[src/rtl/ysyx_lsu_axi_bridge.sv]
// LSU-to-AXI4-Lite bridge: turns the LSU's level-held load/store requests
// into single-beat AXI4-Lite transactions. It shifts data and strobes into the
// addressed byte lanes, rejects misaligned or badly sized accesses without
// touching the bus, and returns a one-cycle completion pulse to the LSU.
module ysyx_lsu_axi_bridge #(
    parameter int ADDR_W = 32,
    parameter int DATA_W = 32
) (
    input  logic              clk,
    input  logic              rst,
    // LSU load side
    input  logic [ADDR_W-1:0] i_lsu_araddr,
    input  logic              i_lsu_arvalid,
    input  logic [7:0]        i_lsu_rstrb,
    output logic [DATA_W-1:0] o_lsu_rdata,
    output logic              o_lsu_rvalid,
    // LSU store side
    input  logic [ADDR_W-1:0] i_lsu_awaddr,
    input  logic              i_lsu_awvalid,
    input  logic              i_lsu_wvalid,
    input  logic [DATA_W-1:0] i_lsu_wdata,
    input  logic [7:0]        i_lsu_wstrb,
    output logic              o_lsu_wready,
    output logic              o_lsu_err,
    // AXI4-Lite master
    output logic [ADDR_W-1:0] o_araddr,
    output logic              o_arvalid,
    input  logic              i_arready,
    input  logic [DATA_W-1:0] i_rdata,
    input  logic [1:0]        i_rresp,
    input  logic              i_rvalid,
    output logic              o_rready,
    output logic [ADDR_W-1:0] o_awaddr,
    output logic              o_awvalid,
    input  logic              i_awready,
    output logic [DATA_W-1:0] o_wdata,
    output logic [3:0]        o_wstrb,
    output logic              o_wvalid,
    input  logic              i_wready,
    input  logic [1:0]        i_bresp,
    input  logic              i_bvalid,
    output logic              o_bready
);

    typedef enum logic [2:0] {S_IDLE, S_AR, S_R, S_AWW, S_B, S_RESP} state_t;

    state_t             r_state;
    logic [ADDR_W-1:0]  r_addr;
    logic [3:0]         r_size;
    logic [DATA_W-1:0]  r_wdata;
    logic [3:0]         r_wstrb;
    logic [DATA_W-1:0]  r_rdata;
    logic               r_err;
    logic               r_lsu_rvalid;
    logic               r_lsu_wready;
    logic               r_arvalid;
    logic               r_rready;
    logic               r_awvalid;
    logic               r_wvalid;
    logic               r_bready;
    logic               r_aw_done;
    logic               r_w_done;

    logic               w_ld_ok;
    logic               w_st_ok;
    logic               w_aw_fin;
    logic               w_w_fin;
    logic [DATA_W-1:0]  w_load_mask;
    logic               w_unused;

    // Legal size codes are byte/half/word; half needs addr[0]=0, word addr[1:0]=0.
    function automatic logic size_ok(input logic [3:0] sz, input logic [1:0] lo);
        case (sz)
            4'h1:    size_ok = 1'b1;
            4'h3:    size_ok = ~lo[0];
            4'hf:    size_ok = (lo == 2'b00);
            default: size_ok = 1'b0;
        endcase
    endfunction

    assign w_ld_ok  = size_ok(i_lsu_rstrb[3:0], i_lsu_araddr[1:0]);
    assign w_st_ok  = size_ok(i_lsu_wstrb[3:0], i_lsu_awaddr[1:0]);

    // A channel counts as finished if it already handshook or handshakes now.
    assign w_aw_fin = r_aw_done | (r_awvalid & i_awready);
    assign w_w_fin  = r_w_done  | (r_wvalid  & i_wready);

    // Each size bit selects one byte lane, so the size code doubles as the
    // zero-fill mask for right-aligned load data.
    assign w_load_mask = {{8{r_size[3]}}, {8{r_size[2]}}, {8{r_size[1]}}, {8{r_size[0]}}};

    // Upper size nibbles carry no meaning for this bridge.
    assign w_unused = &{1'b0, i_lsu_rstrb[7:4], i_lsu_wstrb[7:4]};

    assign o_lsu_rdata  = r_rdata;
    assign o_lsu_rvalid = r_lsu_rvalid;
    assign o_lsu_wready = r_lsu_wready;
    assign o_lsu_err    = r_err;
    assign o_araddr     = r_addr;
    assign o_arvalid    = r_arvalid;
    assign o_rready     = r_rready;
    assign o_awaddr     = r_addr;
    assign o_awvalid    = r_awvalid;
    assign o_wdata      = r_wdata;
    assign o_wstrb      = r_wstrb;
    assign o_wvalid     = r_wvalid;
    assign o_bready     = r_bready;

    // Transaction FSM with registered AXI and LSU outputs.
    // NOTE: every register here uses <= so all state moves together on the edge.
    always_ff @(posedge clk or posedge rst) begin
        if (rst) begin
            r_state      <= S_IDLE;
            r_addr       <= '0;
            r_size       <= '0;
            r_wdata      <= '0;
            r_wstrb      <= '0;
            r_rdata      <= '0;
            r_err        <= 1'b0;
            r_lsu_rvalid <= 1'b0;
            r_lsu_wready <= 1'b0;
            r_arvalid    <= 1'b0;
            r_rready     <= 1'b0;
            r_awvalid    <= 1'b0;
            r_wvalid     <= 1'b0;
            r_bready     <= 1'b0;
            r_aw_done    <= 1'b0;
            r_w_done     <= 1'b0;
        end else begin
            // Completion pulses last exactly one cycle.
            r_lsu_rvalid <= 1'b0;
            r_lsu_wready <= 1'b0;
            case (r_state)
                S_IDLE: begin
                    if (i_lsu_arvalid) begin
                        r_addr <= i_lsu_araddr;
                        r_size <= i_lsu_rstrb[3:0];
                        if (w_ld_ok) begin
                            r_arvalid <= 1'b1;
                            r_state   <= S_AR;
                        end else begin
                            r_rdata      <= '0;
                            r_err        <= 1'b1;
                            r_lsu_rvalid <= 1'b1;
                            r_state      <= S_RESP;
                        end
                    end else if (i_lsu_awvalid && i_lsu_wvalid) begin
                        r_addr  <= i_lsu_awaddr;
                        r_size  <= i_lsu_wstrb[3:0];
                        r_wdata <= i_lsu_wdata << {i_lsu_awaddr[1:0], 3'b000};
                        r_wstrb <= i_lsu_wstrb[3:0] << i_lsu_awaddr[1:0];
                        if (w_st_ok) begin
                            r_awvalid <= 1'b1;
                            r_wvalid  <= 1'b1;
                            r_aw_done <= 1'b0;
                            r_w_done  <= 1'b0;
                            r_state   <= S_AWW;
                        end else begin
                            r_err        <= 1'b1;
                            r_lsu_wready <= 1'b1;
                            r_state      <= S_RESP;
                        end
                    end
                end
                S_AR: begin
                    if (i_arready) begin
                        r_arvalid <= 1'b0;
                        r_rready  <= 1'b1;
                        r_state   <= S_R;
                    end
                end
                S_R: begin
                    if (i_rvalid) begin
                        r_rready     <= 1'b0;
                        r_rdata      <= (i_rdata >> {r_addr[1:0], 3'b000}) & w_load_mask;
                        r_err        <= (i_rresp != 2'b00);
                        r_lsu_rvalid <= 1'b1;
                        r_state      <= S_RESP;
                    end
                end
                S_AWW: begin
                    if (r_awvalid && i_awready) begin
                        r_awvalid <= 1'b0;
                        r_aw_done <= 1'b1;
                    end
                    if (r_wvalid && i_wready) begin
                        r_wvalid <= 1'b0;
                        r_w_done <= 1'b1;
                    end
                    if (w_aw_fin && w_w_fin) begin
                        r_bready <= 1'b1;
                        r_state  <= S_B;
                    end
                end
                S_B: begin
                    if (i_bvalid) begin
                        r_bready     <= 1'b0;
                        r_aw_done    <= 1'b0;
                        r_w_done     <= 1'b0;
                        r_err        <= (i_bresp != 2'b00);
                        r_lsu_wready <= 1'b1;
                        r_state      <= S_RESP;
                    end
                end
                S_RESP: begin
                    r_err   <= 1'b0;
                    r_state <= S_IDLE;
                end
                default: r_state <= S_IDLE;
            endcase
        end
    end

endmodule

[config.mk]
export PLATFORM = sky130hd
export DESIGN_NAME = ysyx_lsu_axi_bridge
export DESIGN_NICKNAME = d
export VERILOG_FILES = /design/src/rtl/ysyx_lsu_axi_bridge.sv
export SDC_FILE = /design/constraint.sdc
export NUM_CORES = 1
export LEC_CHECK = 0
export CAP_MARGIN = 40
export CORE_MARGIN = 2
export CORE_UTILIZATION = 43
export CTS_BUF_LIST = sky130_fd_sc_hd__clkbuf_8
export DETAILED_ROUTE_END_ITERATION = 12
export HOLD_SLACK_MARGIN = 0.12
export PLACE_DENSITY = 0.83
export SLEW_MARGIN = 20
export SYNTH_ARGS = -nofsm -noshare
export SYNTH_HDL_FRONTEND = slang
export SYNTH_SLANG_ARGS = --single-unit
[constraint.sdc]
create_clock -name clk -period 4.7 [get_ports clk]
set_input_delay 0.94 -clock clk [delete_from_list [all_inputs] [get_ports clk]]
set_output_delay 0.94 -clock clk [all_outputs]
set_load 0.05 [all_outputs]
==> reports/metrics.yaml, run 1 <==
status:
  status: "finished, final reports clean"
die:
  core_um2: 14500
  die_h_um: 126
  die_w_um: 126
  io_pins: 298
  initial_core_util_pct: 44.1
  rows: 44
  die-area_um2: 15900
clocking:
  cts.htree.levels: 4
  cts-resized-gates: 0
  cts_hold_buf: 0
  cts_max_path_buffers: 2
  clock_latency_ps: 430
  cts_root_buf: "clkbuf_8"
  post_cts_buffers: 0
  cts_tree: "yes"
  path_clk_slew_ps: 70
  cts_made_buffers: 17
  clock-sinks: 117
place:
  numPortBuffers: 289
  placed_area_um2: 9190
  gp_congestion: 0.865
  dpl.hpwl_um: 14600
  preCtsSetupSlack_ps: 1500
timing:
  slew_headroom_pct: 51.8
  slew_violations: 0
  fmax_ghz: 0.347
  worst_slack_ps: 1820
  rsz0062_at_grt: "false"
  fin_skew_ps: 10.9
  period_share_pct: 61.3
  finalHoldViolations: 0
  tns_ps: 0
  fin_crit_ps: 2880
  setup_viol: 0
  tightest_slew_ps: 724
critical_path:
  worstPathMaxFanout: 31
  cp_top_family: "buffers and inverters"
  cp_cell_sequence: "buf_4 -> clkdlybuf4s50_1"
  critical_path.endpoint_type: "primary output"
  start_kind: "flip-flop"
  r2r_cells: 6
  critPathArrivalTime_ps: 1940
  cp_slowest_stage_delay_ps: 870
  cp.depth: 2
  worstPathRequired_ps: 3760
  crit_slowest_cell: "clkdlybuf4s50_1"
  cp.buffers_inverters: 2
  crit_type: "reg2out"
synthesis:
  ys_top_cells_by_area: "dfrtp_1 46%, mux2i_1 11%, a21oi_1 5.7%"
  ys_types: 41
  syn_nets: 803
  netlist_area_um2: 6410
  synthesis.instances: 645
  synth_top_cell_area_share_pct: 45.7
  synth_top_cell_by_area: "dfrtp_1"
  synth_seq_cells: 117
  synth.avg_cell_area_um2: 9.94
  synth-warning-count: 0
  ys_seq_area_share_pct: 45.7
detailed_routing:
  firstDrtPassIters: 4
  drt_wl_total_um: 19500
  postRouteAntennaNets: 0
  avgViaCountPerCell: 5.25
  drc: 0
  wl_per_cell_um: 18.0
  first_iter_violations: 419
  via_count: 5693
finish:
  antennaDiodeCount: 0
  drive_gt1_share_pct: 9.77
  mostFrequentLayoutCell: "clkdlybuf4s50_1"
  finish.instance_area_um2: 9570
  fillers: 1193
  layout_common_cells: "288 x clkdlybuf4s50_1, 117 x dfrtp_1, 79 x nor2_1"
  fin_nets: 1047
  syn_to_final_growth_pct: 49.3
global_routing:
  grt_pass1_vias: 5668
  grt_pass1_wl_um: 30300
  track_usage_pct: 24.3
  grt_max_degree: 73
  antenna_found_initial: 0
  grt_overflow: 0
pwr:
  power_density_nw_per_um2: 673
  p_leak_nw: 4.16
  vdd_ir_drop_max_mv: 0.471
min_path:
  whs_path_depth: 2
  hp-class: "reg2reg"
job:
  cap_violations: 0
## area by class of cell
type / instances / area (um2) / share of cell area, %
clock buffers: 23 / 317 / 3.31
repair buffers: 301 / 3020 / 31.6
inverters: 10 / 40.0 / 0.418
multi-input cells: 442 / 2970 / 31.1
clock inverters: 8 / 58.8 / 0.615
well taps: 184 / 230 / 2.41
flip-flops and latches: 117 / 2930 / 30.6
## tightest hold or removal path, cell delays in order (launching register included)
cell     delay (ps)
dfrtp_1         340
nand2_1          50
o31ai_1          60
## per-stage QoR
step           hold WS, ps  instances  power, W  util (%)
3_5_place_dp           467       1054   0.00559      63.2
5_1_grt                503       1085   0.00673      65.8
4_1_cts                482       1085   0.00648      65.8
3_3_place_gp           459       1052   0.00551      62.9
2_1_floorplan          486        645   0.00446         -
6_report               479       1085   0.00644      65.8
## final timing paths
kind,startpoint,end,slack (ps)
worst min register to register,o_wdata[11],o_wdata[11],480
worst max register to register,r_state[1],o_araddr[17],2520
min in group asynchronous,rst,o_araddr[10],810
max in group asynchronous,rst,o_lsu_rdata[13],3010
worst min-delay path,o_wdata[11],o_wdata[11],480
worst max-delay path,o_araddr[1],o_awaddr[1],1820
## kinds of logic (layout without fill, tap and decap cells)
kind of cell           Yosys count  after routing  synth area share [%]
AO/OA/AOI/OAI                  160            160                  15.2
buffers and inverters           86            342                  8.14
flip-flops                     117            117                  45.7
multiplexers                   103            103                  18.0
AND/OR/NAND/NOR                179            179                  13.0
## report_power, final
group	internal, W	switching, W
combinational	0.00132	0.00257
clock	0.000489	0.000383
sequential	0.00138	0.000302
total	0.00318	0.00326
## Yosys cell counts (all sizes together)
cell	n
a31oi	3
nor2b	20
o31ai	12
o41ai	1
o21bai	1
nand4	8
inv	10
buf	65
a21oi	73
a31o	1
a211oi	25
o31a	1
nor2	80
o22ai	3
o21ai	28
a21bo	8
o22a	1
nand2	52
nand3b	1
nand3	7
and3b	1
nor3	4
nand4b	2
mux2	34
nand2b	2
clkbuf	11
dfrtp	117
o2111ai	1
o311a	1
mux2i	69
a211o	1
and2	1
nor4b	1
## state kept, by name, summed over array words and instances (netlist names)
| register | cells |
|---|---|
| r_state | 3 |
| o_lsu_err | 1 |
| o_wvalid | 1 |
| o_araddr | 32 |
| o_awvalid | 1 |
| r_w_done | 1 |
| o_lsu_rvalid | 1 |
| o_lsu_rdata | 32 |
| o_arvalid | 1 |
| o_wdata | 32 |
| r_aw_done | 1 |
| o_bready | 1 |
| o_lsu_wready | 1 |
| r_size | 4 |
| o_wstrb | 4 |
| o_rready | 1 |
## per-layer routing
| metal | up-vias | share of wire, % | wire length [um] | track usage, % |
|---|---|---|---|---|
| met4 | 0 | 2.6 | 507 | 9.11 |
| li1 | 2732 | - | - | - |
| met5 | - | 0 | 0 | 0 |
| met3 | 38 | 9.0 | 1760 | 8.54 |
| met1 | 2673 | 40 | 7840 | 29.5 |
| met2 | 250 | 48 | 9380 | 39.9 |
Note: power is estimated with default switching activity, not from simulation.
==> inputs of run 2 (changes only) <==
- CORE_UTILIZATION: 43 -> 39
- PLACE_DENSITY: 0.83 -> 0.8
- clock period: 4.7 -> 2.45 ns (I/O delays scaled with it)
==> run 2 against run 1 <==
Combinational power increased by 96%. Cell count increased by 3.9%. Clock power rose by 110%. Clock-buffer cell count shrank 3. Largest power group unchanged. Core utilization decreased by 4.8 points. Clock skew down 1.4 ps. Highest routed layer unchanged. Power grew 98%. Via count rose by 0.83%. Critical path type unchanged. Non-clock buffer count increased by 9. Register-to-register slack lost 2000 ps. First-iteration DRC count down 8.1%.
==> reports/metrics.yaml, run 2 (synthesized netlist as in run 1, its figures left out) <==
status:
  status: "finished, final reports clean"
timing:
  fin_skew_ps: 9.46
  fin_crit_ps: 2220
  setup_viol: 0
  period_share_pct: 90.6
  slew_headroom_pct: 60.3
  tightest_slew_ps: 589
  rsz0062_at_grt: "false"
  fmax_ghz: 0.450
  finalHoldViolations: 0
  slew_violations: 0
global_routing:
  track_usage_pct: 23.3
  grt_pass1_wl_um: 31800
  grt_overflow: 0
  grt_max_degree: 73
  grt_pass1_vias: 5701
  antenna_found_initial: 0
clocking:
  cts_max_path_buffers: 2
  cts_tree: "yes"
  path_clk_slew_ps: 70
  cts.htree.levels: 4
  post_cts_buffers: 0
  cts_root_buf: "clkbuf_8"
  clock_latency_ps: 450
  cts_hold_buf: 0
  cts-resized-gates: 0
  clock-sinks: 117
  cts_made_buffers: 17
die:
  die_w_um: 132
  initial_core_util_pct: 40.1
  die-area_um2: 17500
  io_pins: 298
  rows: 46
  die_h_um: 132
  core_um2: 16000
critical_path:
  critical_path.endpoint_type: "primary output"
  crit_slowest_cell: "clkdlybuf4s50_1"
  crit_type: "reg2out"
  worstPathRequired_ps: 1960
  rrSetupSlack_ps: 540
  r2r-end: "o_lsu_rdata[26]"
  r2r_start: "r_state[2]"
  worstSetupStartpoint: "o_wdata[14]"
  cp_top_family: "buffers and inverters"
  cp_slowest_stage_delay_ps: 850
  worstPathMaxFanout: 2
  cp.buffers_inverters: 1
  critPathArrivalTime_ps: 1730
  r2r_cells: 5
  start_kind: "flip-flop"
  cp_cell_sequence: "clkdlybuf4s50_1"
finish:
  final_util_pct: 61.1
  syn_to_final_growth_pct: 52.4
  drive_gt1_share_pct: 11.5
  layout_common_cells: "284 x clkdlybuf4s50_1, 117 x dfrtp_1, 79 x nor2_1"
  mostFrequentLayoutCell: "clkdlybuf4s50_1"
  finish.instance_area_um2: 9770
  fin_nets: 1056
  antennaDiodeCount: 0
detailed_routing:
  drc: 0
  wl_per_cell_um: 18.1
  drt_wl_total_um: 20400
  first_iter_violations: 385
  via_count: 5740
  avgViaCountPerCell: 5.09
  firstDrtPassIters: 4
  postRouteAntennaNets: 0
place:
  placed_area_um2: 9360
  dpl.hpwl_um: 15500
  numPortBuffers: 289
  gp_congestion: 0.870
pwr:
  p_leak_nw: 4.24
  p_seq_share_pct: 25.6
  vdd_ir_drop_max_mv: 0.913
  combPwrFrac_pct: 59.9
  netSwitchingPower_w: 0.00639
  p_int_w: 0.00637
  power_density_nw_per_um2: 1310
  p_clk_share_pct: 14.6
  sw_frac_of_total_pct: 50.1
min_path:
  hp-class: "in2async"
job:
  cap_violations: 0
[run 2: changes by cell type in the layout (fill, tap and decap cells not counted)]
cell	change
buf_12	+7
buf_16	-1
clkinv_2	+4
clkbuf_8	-3
inv_1	-3
clkinvlp_4	+2
buf_4	+7
clkdlybuf4s50_1	-4
bufinv_16	+2
inv_4	-1
[run 2: worst reg2reg max path: stages (launching register included)]
cell and delay [ps]:
dfrtp_1 570, nor2_4 320, nand2_1 180, nor4b_4 450, nand4_1 140, a21bo_2 200
[run 2: metrics by stage]
step                      std cells  total power (W)  TNS (ps)  hold slack (ps)  setup WS, ps
after floorplan                 645          0.00855         0              486           519
after global placement         1095           0.0108     -1600              459         -68.5
after detailed placement       1095           0.0109     -2300              469          -107
after CTS                      1127           0.0128         0              355           209
after global routing           1127           0.0133         0              377           168
final                          1127           0.0128         0              367           230
[run 2: final cells by class]
type | instances | area, um2
Fill cell | 1397 | 6230
Multi-Input combinational cell | 442 | 2970
Timing Repair Buffer | 310 | 3150
Clock buffer | 20 | 275
Clock inverter | 12 | 135
Inverter | 10 | 41.3
Tap cell | 216 | 270
Sequential cell | 117 | 2930
[run 2: per-layer routing]
layer  global-route usage (%)  part of all wire, %
met1                     28.5                   41
met2                     37.5                   47
met3                     8.92                  9.1
met4                     8.72                  2.9
met5                        0                    0
[run 2: power groups by stage]
stage / Clock [W] / Combinational [W] / Sequential, W
final: 0.00186 / 0.00764 / 0.00326
after global routing: 0.00199 / 0.00798 / 0.00336
after CTS: 0.00191 / 0.00765 / 0.00326
after detailed placement: 0 / 0.00763 / 0.00328
after global placement: 0 / 0.00754 / 0.00326
after floorplan: 0 / 0.00321 / 0.00534
[run 2: worst max path at each step]
stage	to	slack, ps	cells after the start
floorplan	o_lsu_rdata[10]	520	7
global placement	o_lsu_rdata[7]	-70	6
detailed placement	o_lsu_rdata[23]	-110	6
CTS	o_wdata[14]	210	1
global route	o_awvalid	170	1
finish	o_wdata[14]	230	1
